File: config.mk
export PLATFORM = sky130hd
export DESIGN_NAME = sw_alloc_sched
export DESIGN_NICKNAME = d
export VERILOG_FILES = /design/src/rtl/sw_alloc_sched.sv
export SDC_FILE = /design/constraint.sdc
export NUM_CORES = 1
export LEC_CHECK = 0
export BUFFER_PORTS_ARGS = -buffer_cell sky130_fd_sc_hd__buf_2
export CELL_PAD_IN_SITES_DETAIL_PLACEMENT = 0
export CELL_PAD_IN_SITES_GLOBAL_PLACEMENT = 2
export CORE_UTILIZATION = 32
export CTS_CLUSTER_DIAMETER = 150
export DETAILED_ROUTE_END_ITERATION = 16
export PLACE_DENSITY = 0.86
export SYNTH_ARGS = -nofsm -noshare
export SYNTH_HDL_FRONTEND = slang
export SYNTH_SLANG_ARGS = --single-unit
File: constraint.sdc
create_clock -name clk -period 3.65 [get_ports clk]
set_input_delay 0.5475 -clock clk [delete_from_list [all_inputs] [get_ports clk]]
set_output_delay 0.5475 -clock clk [all_outputs]
set_load 0.02 [all_outputs]
File: src/rtl/sw_alloc_sched.sv
// Switch allocator: per-output wormhole lock, round-robin arbitration and
// credit-based flow control. Grants are combinational; all state is registered.
module sw_alloc_sched #(
  parameter int NUM_PORTS    = 4,
  parameter int CREDIT_DEPTH = 4
) (
  input  logic                 clk,
  input  logic                 reset,
  input  logic [NUM_PORTS-1:0] requests [NUM_PORTS],
  input  logic [NUM_PORTS-1:0] req_tail,
  input  logic [NUM_PORTS-1:0] credit_return,
  output logic [NUM_PORTS-1:0] grants [NUM_PORTS],
  output logic [NUM_PORTS-1:0] out_locked,
  output logic                 credit_err
);

  localparam int CNT_W = $clog2(CREDIT_DEPTH + 1);
  localparam int IDX_W = (NUM_PORTS > 1) ? $clog2(NUM_PORTS) : 1;
  localparam logic [CNT_W-1:0] CREDIT_MAX = CNT_W'(CREDIT_DEPTH);
  localparam logic [IDX_W-1:0] LAST_IDX   = IDX_W'(NUM_PORTS - 1);

  logic [NUM_PORTS-1:0] lock_q, lock_d;
  logic [IDX_W-1:0]     owner_q  [NUM_PORTS];
  logic [IDX_W-1:0]     owner_d  [NUM_PORTS];
  logic [IDX_W-1:0]     ptr_q    [NUM_PORTS];
  logic [IDX_W-1:0]     ptr_d    [NUM_PORTS];
  logic [CNT_W-1:0]     credit_q [NUM_PORTS];
  logic [CNT_W-1:0]     credit_d [NUM_PORTS];
  logic                 credit_err_q, credit_err_d;

  logic [NUM_PORTS-1:0] req_ok;
  logic [NUM_PORTS-1:0] out_gnt;
  logic [IDX_W-1:0]     gnt_idx  [NUM_PORTS];

  // Multi-hot request vectors are treated as no request at all.
  always_comb begin
    for (int i = 0; i < NUM_PORTS; i++) req_ok[i] = $onehot(requests[i]);
  end

  // Arbitration: a locked output serves only its owner, even if that leaves a bubble.
  always_comb begin
    logic [IDX_W-1:0] idx;
    idx     = '0;
    out_gnt = '0;
    for (int i = 0; i < NUM_PORTS; i++) grants[i] = '0;
    for (int j = 0; j < NUM_PORTS; j++) gnt_idx[j] = '0;
    for (int j = 0; j < NUM_PORTS; j++) begin
      if (credit_q[j] != '0) begin
        if (lock_q[j]) begin
          if (req_ok[owner_q[j]] && requests[owner_q[j]][j]) begin
            out_gnt[j] = 1'b1;
            gnt_idx[j] = owner_q[j];
          end
        end else begin
          for (int off = 0; off < NUM_PORTS; off++) begin
            idx = IDX_W'((int'(ptr_q[j]) + off) % NUM_PORTS);
            if (!out_gnt[j] && req_ok[idx] && requests[idx][j]) begin
              out_gnt[j] = 1'b1;
              gnt_idx[j] = idx;
            end
          end
        end
      end
      if (out_gnt[j]) grants[gnt_idx[j]][j] = 1'b1;
    end
  end

  always_comb begin
    lock_d       = lock_q;
    credit_err_d = credit_err_q;
    for (int j = 0; j < NUM_PORTS; j++) begin
      owner_d[j]  = owner_q[j];
      ptr_d[j]    = ptr_q[j];
      credit_d[j] = credit_q[j];
    end
    for (int j = 0; j < NUM_PORTS; j++) begin
      if (out_gnt[j]) begin
        if (req_tail[gnt_idx[j]]) begin
          lock_d[j] = 1'b0;
          ptr_d[j]  = (gnt_idx[j] == LAST_IDX) ? '0 : gnt_idx[j] + 1'b1;
        end else begin
          lock_d[j]  = 1'b1;
          owner_d[j] = gnt_idx[j];
        end
      end
      // A grant and a return in the same cycle cancel out.
      if (out_gnt[j] && !credit_return[j]) begin
        credit_d[j] = credit_q[j] - 1'b1;
      end else if (!out_gnt[j] && credit_return[j]) begin
        if (credit_q[j] == CREDIT_MAX) credit_err_d = 1'b1;
        else                           credit_d[j] = credit_q[j] + 1'b1;
      end
    end
  end

  always_ff @(posedge clk) begin
    if (reset) begin
      lock_q       <= '0;
      credit_err_q <= 1'b0;
      for (int j = 0; j < NUM_PORTS; j++) begin
        owner_q[j]  <= '0;
        ptr_q[j]    <= '0;
        credit_q[j] <= CREDIT_MAX;
      end
    end else begin
      lock_q       <= lock_d;
      credit_err_q <= credit_err_d;
      for (int j = 0; j < NUM_PORTS; j++) begin
        owner_q[j]  <= owner_d[j];
        ptr_q[j]    <= ptr_d[j];
        credit_q[j] <= credit_d[j];
      end
    end
  end

  assign out_locked = lock_q;
  assign credit_err = credit_err_q;

endmodule

======== Word-level counts from Yosys, hierarchy flattened ========
Memories as Yosys holds them, arrays and structs flattened.
Index checks and enable logic that the tools add are counted.
word-level totals
  bits of input ports ..................... 26
  memories kept ........................... 3
  memory bits (writable) .................. 28
  output and inout bits ................... 21
  word-level logic and storage cells ...... 478
  flip-flop bits (word level) ............. 5
memory list
  memory    depth  bits a word  read ports  clocked after memory_dff  wr ports  line  text
  credit_q  4      3            4           0                         4         27    logic [CNT_W-1:0] credit_q [NUM_PORTS];
  owner_q   4      2            4           0                         4         23    logic [IDX_W-1:0] owner_q [NUM_PORTS];
  ptr_q     4      2            4           0                         4         25    logic [IDX_W-1:0] ptr_q [NUM_PORTS];
cells by class
  muxes and demuxes ....................... 263
  magnitude comparators ................... 52
  eq/ne operators ......................... 12
  bitwise gates (word level) .............. 39
  reductions and logical operators ........ 68
  add/subtract/negate cells ............... 36
operators with widths
  cell                                                                   number
  4-bit binary-select mux with 2-bit select                              20
  2-bit 2-to-1 mux                                                       67
  1-bit 2-to-1 mux                                                       106
  3-bit 2-to-1 mux                                                       27
  3-bit >= comparator, second input constant                             24
  2-bit by 3-bit < comparator with 1-bit output, second input constant   24
  2-bit inverter with 3-bit output                                       24
  16-bit 2-to-1 mux                                                      4
  1-bit binary-select mux with 2-bit select                              24
  16-bit OR                                                              3
  1-bit logical AND                                                      44
  4-bit 2-to-1 mux                                                       11
  4-bit demux with 2-bit select                                          4
  1-bit zero test                                                        20
  1-bit by 1-bit adder with 2-bit output                                 8
  2-bit by 1-bit adder with 2-bit output, second input constant          8
  2-bit adder, second input constant                                     8
  2-bit by 2-bit adder with 3-bit output                                 4
  3-bit by 1-bit adder with 3-bit output, second input constant          4
  3-bit by 1-bit equality test with 1-bit output, second input constant  4
  3-bit equality test, second input constant                             4
  3-bit by 1-bit < comparator with 1-bit output, second input constant   4
  1-bit OR                                                               12
  3-bit nonzero test                                                     4
  other kinds (2)                                                        8

======== Logic depth before layout (Yosys ltp) ========
Gate-level depths: netlist (run 1).
  depth in word-level cells ............... 40
  gate-level depth with buffers ........... 17
  depth with buffers taken out ............ 17

======== Worst setup path after synthesis (run 1) ========
No wires, ideal clock.
  path type ............................... input port to flip-flop
  start point ............................. input requests[0] (netlist name)
  end point ............................... memory credit_q[1][2] (netlist name)
  data arrival time ....................... 3.764 ns
  data required time ...................... 3.500 ns
  buffers on the path ..................... 0
  stages on the path ...................... 16
  setup slack ............................. -0.265 ns
  library setup time ...................... 0.150 ns
  path through ............................ inv_1 fa_1 inv_1 ha_1 ha_1 nand4bb_1 mux4_2 mux2i_1 nand2_1 inv_1 ha_1 inv_1 fa_1 xor2_1 o21ai_0 o311ai_0
RTL lines
  what         line  text
  from (decl)  9     input logic [NUM_PORTS-1:0] requests [NUM_PORTS],
  to (decl)    27

==> impl_metrics.tcl, run 1 <==
set metrics [dict create \
    status "finished with violations" \
    violations "setup timing" \
    route.detailed.drc 0 \
    h-tree-depth 2 \
    crit_path_start_kind "input port" \
    rsz0062_at_grt "true" \
    synth-seq-cells 33 \
    finalHoldViolCount 0 \
    grt_max_degree 27 \
    hpwl_um 7570 \
    fmax_ghz 0.264 \
    area_growth_pct 70.0 \
    core_um2 10400 \
    cts_tree "yes" \
    critical_path_buf_inv_count 7 \
    drt-initial-drc-count 158 \
    yosysTopAreaCell "dfxtp_1" \
    worstPathRequired_ns 3.10 \
    setup_tns_ns -1.33 \
    worstHoldPathCells 2 \
    gp_congestion 0.784 \
    grt_first_pass_wirelength_um 17300 \
    root_buffer "clkbuf_8" \
    hold_ws_ns 0.498 \
    ys_top_cells_by_area "dfxtp_1, ha_1, inv_1" \
    cts_buffers 5 \
    ys.warnings.count 0 \
    synth_cell_types 64 \
    ir_drop_v 0.000330 \
    dieArea_um2 11200 \
    finalWorstSetupSlack_ns -0.144 \
    crit_cells 16 \
    yosysSeqAreaShare_pct 19.1 \
    clock-sinks 33 \
    worstSkewPairLatency_ns 0.29 \
    power.density_nw_per_um2 595 \
    crit_type "in2out" \
    via_count 3730 \
    critPathArrivalTime_ns 3.25 \
    synth_cells 408 \
    setup_viol 19 \
    cp_max_fo 5 \
    r2r_cells 10 \
    rows 37 \
    timing.slew.headroom_pct 41.9 \
    cp-end-kind "primary output" \
    slew_viol_final 0 \
    wirelength_um 11000 \
    worst_pin_slew_ns 0.866 \
    crit_family "adder cells" \
    grt_pass1_vias 3620 \
    fin_skew_ns 0.00433 \
    ant_nets 0 \
    drive_gt1_share_pct 55.1 \
    hold_path.class "reg2reg" \
    ys.flop_type "dfxtp_1" \
    ios 47 \
    start_util_pct 33.2 \
    netlist.area_leader.share_pct 19.1 \
    routedWlPerCell_um 15.4 \
    vias_per_cell 5.25 \
    dieHeight_um 106 \
    nets 639 \
    min_period_ns 3.79 \
    crit_top_cell "buf_6" \
    clk_pin_slew_ns 0.07 \
    drtPass1Iterations 4 \
    timing.max_cap.violations 0 \
    fin_crit_sh_pct 104 \
    cp_slowest_cell "fa_1" \
    yosysMostFrequentCell "inv_1" \
    p_leak_nw 2.36 \
    synth_edf_count 0 \
    n_antenna_cell 0 \
    syn_area_um2 3460 \
    synth_fp_nets 474 \
    track_usage_pct 18.9 \
    syn_avg_cell_area_um2 8.48 \
    slowest_delay_ns 0.53 \
    io_buffers 46 \
    ys_async_sr_fraction_pct 0 \
    cts_hold_buf 0 \
    grt_overflow 0 \
    synth_commonest_cells "inv_1, dfxtp_1, ha_1" \
    die_w_um 106 \
    crit_chain "buf_8 -> inv_4 -> fa_1 -> inv_1 -> ha_2 -> ha_4 -> nand4bb_4 -> buf_6 -> buf_6 -> o21ai_4 -> nor2_4 -> o31ai_4 -> inv_2 -> ha_2 -> and2_1 -> buf_6" \
    antenna_found_initial 0 \
    clockBufferDepth 2 \
]
-- cell families after synthesis --
family,count (synthesis),share of synthesized area (%)
AND/OR/NAND/NOR,133,25.3
AO/OA/AOI/OAI,111,24.9
buffers and inverters,67,7.27
adder cells (fa/ha/maj),40,16.2
flip-flops,33,19.1
multiplexers,20,6.18
XOR/XNOR,4,1.01
-- per-stage QoR --
step | std cells | instance area (um^2) | util (%) | power, mW | setup slack (ns)
3_5_place_dp | 666 | 4670 | 44.9 | 2.51 | -0.334
5_1_grt | 710 | 5880 | 56.5 | 3.78 | -0.275
3_3_place_gp | 666 | 4670 | 44.9 | 2.48 | -0.249
6_report | 710 | 5880 | 56.5 | 3.50 | -0.144
4_1_cts | 699 | 5440 | 52.2 | 3.17 | -0.154
2_1_floorplan | 408 | 3680 | - | 1.77 | -0.0331
-- worst min-delay path: stages, from the launching register on --
cell     delay [ns]
dfxtp_1        0.33
nand2_1        0.07
mux2i_1        0.06
-- report_power, final --
part	switching [mW]	internal [mW]	leakage, nW	total [mW]
clock	0.146	0.132	0.0439	0.277
combinational	1.23	1.34	2.04	2.57
sequential	0.185	0.469	0.269	0.654
total	1.56	1.94	2.36	3.50
-- final timing paths --
kind                       start            end  slack (ns)
hold / removal     owner_q[0][0]  owner_q[0][0]        0.50
setup / recovery     requests[5]      grants[1]       -0.14
hold reg to reg    owner_q[0][0]  owner_q[0][0]        0.50
setup reg to reg  credit_q[2][0]  owner_q[2][0]        0.94
-- sequential cells by signal, summed over array words and instances, names as in the netlist --
register    cells
out_locked      4
credit_err      1
owner_q         8
credit_q       12
ptr_q           8
-- routing by layer --
layer / vias up / wire length [um] / global-route usage, %
li1: 1854 / - / -
met1: 1798 / 5100 / 26.1
met2: 65 / 5430 / 31.7
met3: 13 / 271 / 1.29
met4: 0 / 164 / 5.16
met5: - / 0 / 0
-- cell usage in the layout, fill, tap and decap left out, types with 15 or more instances in the layout --
cell       n
buf_4    105
inv_1     37
dfxtp_1   33
buf_6     32
buf_2     23
ha_4      22
nor2_1    20
inv_2     18
nand2_1   18
mux2i_1   16
and2_4    15
a21oi_1   15
-- layout make-up --
cell class | count | area [um^2]
Inverter | 61 | 241
Fill cell | 896 | 4530
Tap cell | 136 | 170
Multi-Input combinational cell | 308 | 3400
Clock inverter | 3 | 17.5
Sequential cell | 33 | 661
Timing Repair Buffer | 164 | 1320
Clock buffer | 5 | 68.8
-- repair_timing --
| item | CTS | global route |
|---|---|---|
| endpoints found under the setup margin | 17 | 41 |
| gates resized for setup | 119 | 84 |
| pin swaps | 45 | 49 |
| setup buffers | 27 | 14 |
No activity file was read; power rests on OpenSTA's default activity.
==> run 2, diff against run 1 <==
--- a/config.mk
+++ b/config.mk
@@ -8,6 +8,7 @@
 export BUFFER_PORTS_ARGS = -buffer_cell sky130_fd_sc_hd__buf_2
 export CELL_PAD_IN_SITES_DETAIL_PLACEMENT = 0
 export CELL_PAD_IN_SITES_GLOBAL_PLACEMENT = 2
+export CORE_ASPECT_RATIO = 1.5
 export CORE_UTILIZATION = 32
 export CTS_CLUSTER_DIAMETER = 150
 export DETAILED_ROUTE_END_ITERATION = 16
==> run 2 against run 1 <==
  * The run still ends with setup timing left
  * Sequential power fell by 1%
  * Count of clock-buffer cells in the layout increased by 1
  * Die area is essentially flat
  * Register-to-register slack improved by 0.13 ns
  * Final cell count up 2.0%
  * First-iteration DRC count is 5.1% lower
  * Clock skew is essentially flat
  * Maximum frequency is 0.11% lower
  * Utilization shrank 0.46 points
  * Power rose by 2.0%
  * Non-clock buffer count rose by 6
==> impl_metrics.tcl, run 2 (same netlist as run 1, synthesis figures left out) <==
set metrics [dict create \
    root_buffer "clkbuf_16" \
    rr_startpoint "credit_q[2][0]" \
    dieArea_um2 11200 \
    nets 645 \
    p_leak_nw 2.40 \
    hold_path.class "reg2reg" \
    hold_ws_ns 0.497 \
    fin_skew_ns 0.00399 \
    cp-startpoint "requests[13]" \
    crit_family "adder cells" \
    ir_drop_v 0.000363 \
    start_util_pct 32.9 \
    via_count 3722 \
    wirelength_um 11100 \
    critPathArrivalTime_ns 3.25 \
    worstSkewPairLatency_ns 0.28 \
    violations "setup timing" \
    area_growth_pct 70.5 \
    grt_overflow 0 \
    cts_buffers 5 \
    cp_max_fo 4 \
    ant_nets 0 \
    placed_area_um2 4750 \
    timing.slew.headroom_pct 52.0 \
    antenna_found_initial 0 \
    gp_congestion 0.843 \
    route.detailed.drc 0 \
    crit_top_cell "ha_4" \
    worstPathRequired_ns 3.10 \
    drive_gt1_share_pct 55.0 \
    top_register "credit_q" \
    grt_first_pass_wirelength_um 17200 \
    clock-sinks 33 \
    timing.rr.end "owner_q[2][0]" \
    drt-initial-drc-count 150 \
    drtPass1Iterations 4 \
    vias_per_cell 5.14 \
    slew_viol_final 0 \
    r2r_slack_ns 1.07 \
    r2r_cells 10 \
    timing.max_cap.violations 0 \
    largest_reg_flops 12 \
    reg_top3 "credit_q x12, owner_q x8, ptr_q x8" \
    n_antenna_cell 0 \
    final_common_cell "buf_4" \
    worst_pin_slew_ns 0.714 \
    setup_viol 16 \
    rsz0062_at_grt "true" \
    power.density_nw_per_um2 605 \
    cts_tree "yes" \
    die_w_um 86.9 \
    fillCellCount 950 \
    slowest_delay_ns 0.56 \
    hpwl_um 8120 \
    status "finished with violations" \
    crit_chain "buf_8 -> inv_4 -> fa_1 -> inv_2 -> ha_4 -> ha_4 -> nand4bb_4 -> buf_6 -> o211ai_1 -> a21oi_2 -> o31ai_4 -> inv_2 -> ha_4 -> and2_4 -> buf_6" \
    crit_cells 15 \
    clockBufferDepth 2 \
    ios 47 \
    rows 46 \
    clk_pin_slew_ns 0.05 \
    routedWlPerCell_um 15.3 \
    cp-end-kind "primary output" \
    track_usage_pct 19.5 \
    grt_pass1_vias 3702 \
    dieHeight_um 129 \
    core_um2 10500 \
    cp_slowest_cell "fa_1" \
    finalHoldViolCount 0 \
    endpoint "grants[1]" \
    finalWorstSetupSlack_ns -0.148 \
    crit_path_start_kind "input port" \
    fmax_ghz 0.263 \
    crit_type "in2out" \
    io_buffers 46 \
    stdcell_area_um2 5900 \
    fin_crit_sh_pct 104 \
    critical_path_buf_inv_count 6 \
    cts_hold_buf 0 \
    final_cell_mix "buf_4, inv_1, dfxtp_1" \
    h-tree-depth 2 \
    grt_max_degree 22 \
    min_period_ns 3.80 \
]
run 2: cell types whose count changed in the layout (fill, tap and decap cells not counted), moves of 3 or more:
cell | before | now
nor4b_2 | 4 | 0
o311ai_0 | 2 | 5
nor4b_1 | 0 | 3
a211oi_2 | 1 | 4
clkbuf_16 | 0 | 5
buf_4 | 105 | 113
inv_2 | 18 | 21
buf_6 | 32 | 29
clkbuf_8 | 5 | 0
run 2: report_power, final:
group	switching [mW]	total (mW)	internal (mW)
clock	0.165	0.416	0.251
sequential	0.175	0.645	0.470
combinational	1.19	2.51	1.32
total	1.54	3.57	2.04
run 2: metrics by stage:
stage               TNS (ns)  util, %  total power, mW  std cells  setup slack [ns]
floorplan            -0.0331        -             1.77        408           -0.0331
global placement       -3.83     45.1             2.50        681            -0.222
detailed placement     -6.61     45.1             2.55        681            -0.280
CTS                   -0.644     51.7             3.26        706            -0.109
global route           -3.37     56.0             3.84        724            -0.254
finish                 -1.33     56.0             3.57        724            -0.148
run 2: final cells by class:
class | count | area [um^2] | area share (%)
inverters | 61 | 236 | 4.01
clock buffers | 6 | 129 | 2.18
clock inverters | 2 | 10.0 | 0.170
multi-input cells | 308 | 3320 | 56.3
repair buffers | 170 | 1360 | 23.0
well taps | 144 | 180 | 3.05
flip-flops and latches | 33 | 661 | 11.2
run 2: routing by layer:
metal	global-route usage [%]	part of all wire (%)	vias up
met2	36.2	52	71
met3	1.72	2.5	21
li1	-	-	1847
met1	21.9	42	1783
met5	0	0	-
met4	9.61	3.0	0
run 2: worst min-delay path by stage:
stage / cells past startpoint / slack, ns / from / endpoint
after floorplan: 2 / 0.45 / owner_q[0][0] / owner_q[0][0]
after global placement: 2 / 0.48 / owner_q[0][0] / owner_q[0][0]
after detailed placement: 2 / 0.48 / owner_q[0][0] / owner_q[0][0]
after CTS: 2 / 0.50 / owner_q[0][0] / owner_q[0][0]
after global routing: 2 / 0.53 / owner_q[0][0] / owner_q[0][0]
final: 2 / 0.50 / owner_q[0][0] / owner_q[0][0]
run 2: tightest hold or removal path, delay by kind of cell, from the launching register on:
family	cells	cell delay (ns)
flip-flops	1	0.32
AND/OR/NAND/NOR	1	0.06
multiplexers	1	0.06
run 2: what timing repair did:
| item | 4_1_cts | 5_1_grt |
|---|---|---|
| gates resized for setup | 102 | 79 |
| buffers inserted | 19 | 19 |
| pin swaps | 34 | 47 |
| setup endpoints to repair | 16 | 27 |
==> run 3, diff against run 2 <==
--- a/config.mk
+++ b/config.mk
@@ -12,7 +12,7 @@
 export CORE_UTILIZATION = 32
 export CTS_CLUSTER_DIAMETER = 150
 export DETAILED_ROUTE_END_ITERATION = 16
-export PLACE_DENSITY = 0.86
+export PLACE_DENSITY_LB_ADDON = 0.1
 export SYNTH_ARGS = -nofsm -noshare
 export SYNTH_HDL_FRONTEND = slang
 export SYNTH_SLANG_ARGS = --single-unit
==> run 3 against run 2 <==
  * The run still ends with setup timing left
  * Critical path depth unchanged
  * Clock skew fell by 0.0022 ns
  * Power is 2.0% higher
  * Sequential share of layout area about the same
  * Worst hold slack got worse by 0.0065 ns
  * Via count down 0.46%
  * Setup slack got worse by 0.0070 ns
  * Non-clock buffer count fell by 6
  * Combinational power increased by 2%
  * Flip-flop and latch count unchanged
  * Sequential power about the same
  * Wire length fell by 0.36%
  * Critical path type unchanged
==> impl_metrics.tcl, run 3 (same netlist as run 1, synthesis figures left out) <==
set metrics [dict create \
    finalWorstSetupSlack_ns -0.155 \
    clk_pin_slew_ns 0.05 \
    p_leak_nw 2.38 \
    io_buffers 46 \
    worstPathRequired_ns 3.10 \
    regArea_um2 661 \
    drt-initial-drc-count 65 \
    met2_wirelength_um 5980 \
    via_count 3705 \
    crit_chain "buf_8 -> inv_4 -> fa_1 -> inv_2 -> ha_4 -> ha_4 -> nand4bb_4 -> buf_6 -> o211ai_1 -> a21oi_2 -> o31ai_4 -> inv_2 -> ha_2 -> and2_1 -> buf_2" \
    cp_slowest_cell "fa_1" \
    route.detailed.drc 0 \
    die_w_um 86.9 \
    grt_overflow 0 \
    status "finished with violations" \
    track_usage_pct 19.8 \
    grt_max_degree 22 \
    critPathArrivalTime_ns 3.26 \
    fillCellCount 1012 \
    drtPass1Iterations 4 \
    fin_util_pct 55.9 \
    ant_nets 0 \
    min_from "owner_q[0][0]" \
    dieHeight_um 129 \
    drive_gt1_share_pct 54.1 \
    antenna_found_initial 0 \
    power.density_nw_per_um2 618 \
    timing.rr.end "ptr_q[1][1]" \
    largest_reg_flops 12 \
    slew_viol_final 0 \
    multi_input_area_um2 3310 \
    grt_first_pass_wirelength_um 17400 \
    h-tree-depth 2 \
    highest_layer "met4" \
    area_growth_pct 70.2 \
    cp-startpoint "requests[15]" \
    top_register "credit_q" \
    crit_path_start_kind "input port" \
    timing.max_cap.violations 0 \
    clock-sinks 33 \
    holdPathEnd "owner_q[0][0]" \
    gp_congestion 0.787 \
    hold_ws_ns 0.490 \
    slowest_delay_ns 0.54 \
    ios 47 \
    worst_pin_slew_ns 0.736 \
    reg_top3 "credit_q x12, owner_q x8, ptr_q x8" \
    wl_met3_um 278 \
    hpwl_um 8140 \
    violations "setup timing" \
    worstHoldPathCells 2 \
    setup_viol 16 \
    wirelength_um 11100 \
    clockBufferDepth 2 \
    crit_type "in2out" \
    start_util_pct 32.9 \
    place_ws_ns -0.340 \
    finalHoldViolCount 0 \
    vias_per_cell 5.17 \
    cts_tree "yes" \
    n_antenna_cell 0 \
    rsz0062_at_grt "true" \
    r2r_slack_ns 1.01 \
    final_cell_mix "buf_4, inv_1, buf_6" \
    setup_tns_ns -1.75 \
    cp_max_fo 5 \
    timing.slew.headroom_pct 50.5 \
    rows 46 \
    ir_drop_v 0.000322 \
    routedWlPerCell_um 15.4 \
    nets 639 \
    fin_crit_sh_pct 104 \
    fmax_ghz 0.263 \
    worstSkewPairLatency_ns 0.28 \
    hold_path.class "reg2reg" \
    rr_startpoint "credit_q[1][0]" \
    power.total_mw 3.64 \
    core_um2 10500 \
    grt_pass1_vias 3718 \
    dieArea_um2 11200 \
    cts_buffers 5 \
    min_period_ns 3.80 \
    wl_met1_um 4610 \
    final_common_cell "buf_4" \
    cp-end-kind "primary output" \
    fin_skew_ns 0.00176 \
    r2r_cells 9 \
    root_buffer "clkbuf_16" \
]
==> run 3: changes by cell type in the layout (fill, tap and decap cells not counted), sizes merged <==
cell,before,now
buf,170,164
clkinv,3,1
clkbuf,6,7
==> run 3: power breakdown <==
group	leakage (nW)	switching, mW	internal [mW]
Sequential	0.269	0.177	0.470
Combinational	2.04	1.20	1.37
Clock	0.0700	0.153	0.268
Total	2.38	1.53	2.11
==> run 3: final cells by class <==
type                    instances  area share, %
flip-flops and latches         33           11.2
clock buffers                   7           2.42
inverters                      61           4.14
multi-input cells             308           56.2
repair buffers                164           23.0
well taps                     144           3.06
==> run 3: what timing repair did <==
action	in CTS	in global routing
hold buffers	0	0
pin swaps	36	39
setup endpoints to repair	17	41
resized for setup	107	88
buffers inserted	28	10
==> run 3: critical path: cells and delay by family <==
kind            cells  cell delay (ns)
buf+inv             6             0.58
fa+ha+maj           4             1.14
compound gates      3             0.62
simple gates        2             0.38
==> run 3: worst max path at each step <==
stage               slack, ns              to  cells after the start
finish                  -0.15       grants[9]                     15
global route            -0.25       grants[9]                     15
CTS                     -0.20       grants[0]                     16
detailed placement      -0.34  credit_q[0][2]                     18
global placement        -0.26  credit_q[0][2]                     18
floorplan               -0.03  credit_q[1][2]                     16
==> run 3: stage by stage <==
step	cell area (um^2)	std cells
after floorplan	3680	408
after global placement	4720	677
final	5890	717
after detailed placement	4720	677
after CTS	5490	712
after global routing	5890	717
==> run 3: layer usage <==
layer | track usage [%] | up-vias
li1 | - | 1844
met1 | 22.2 | 1784
met2 | 37.8 | 62
met3 | 2.17 | 15
met4 | 6.67 | 0
met5 | 0 | -
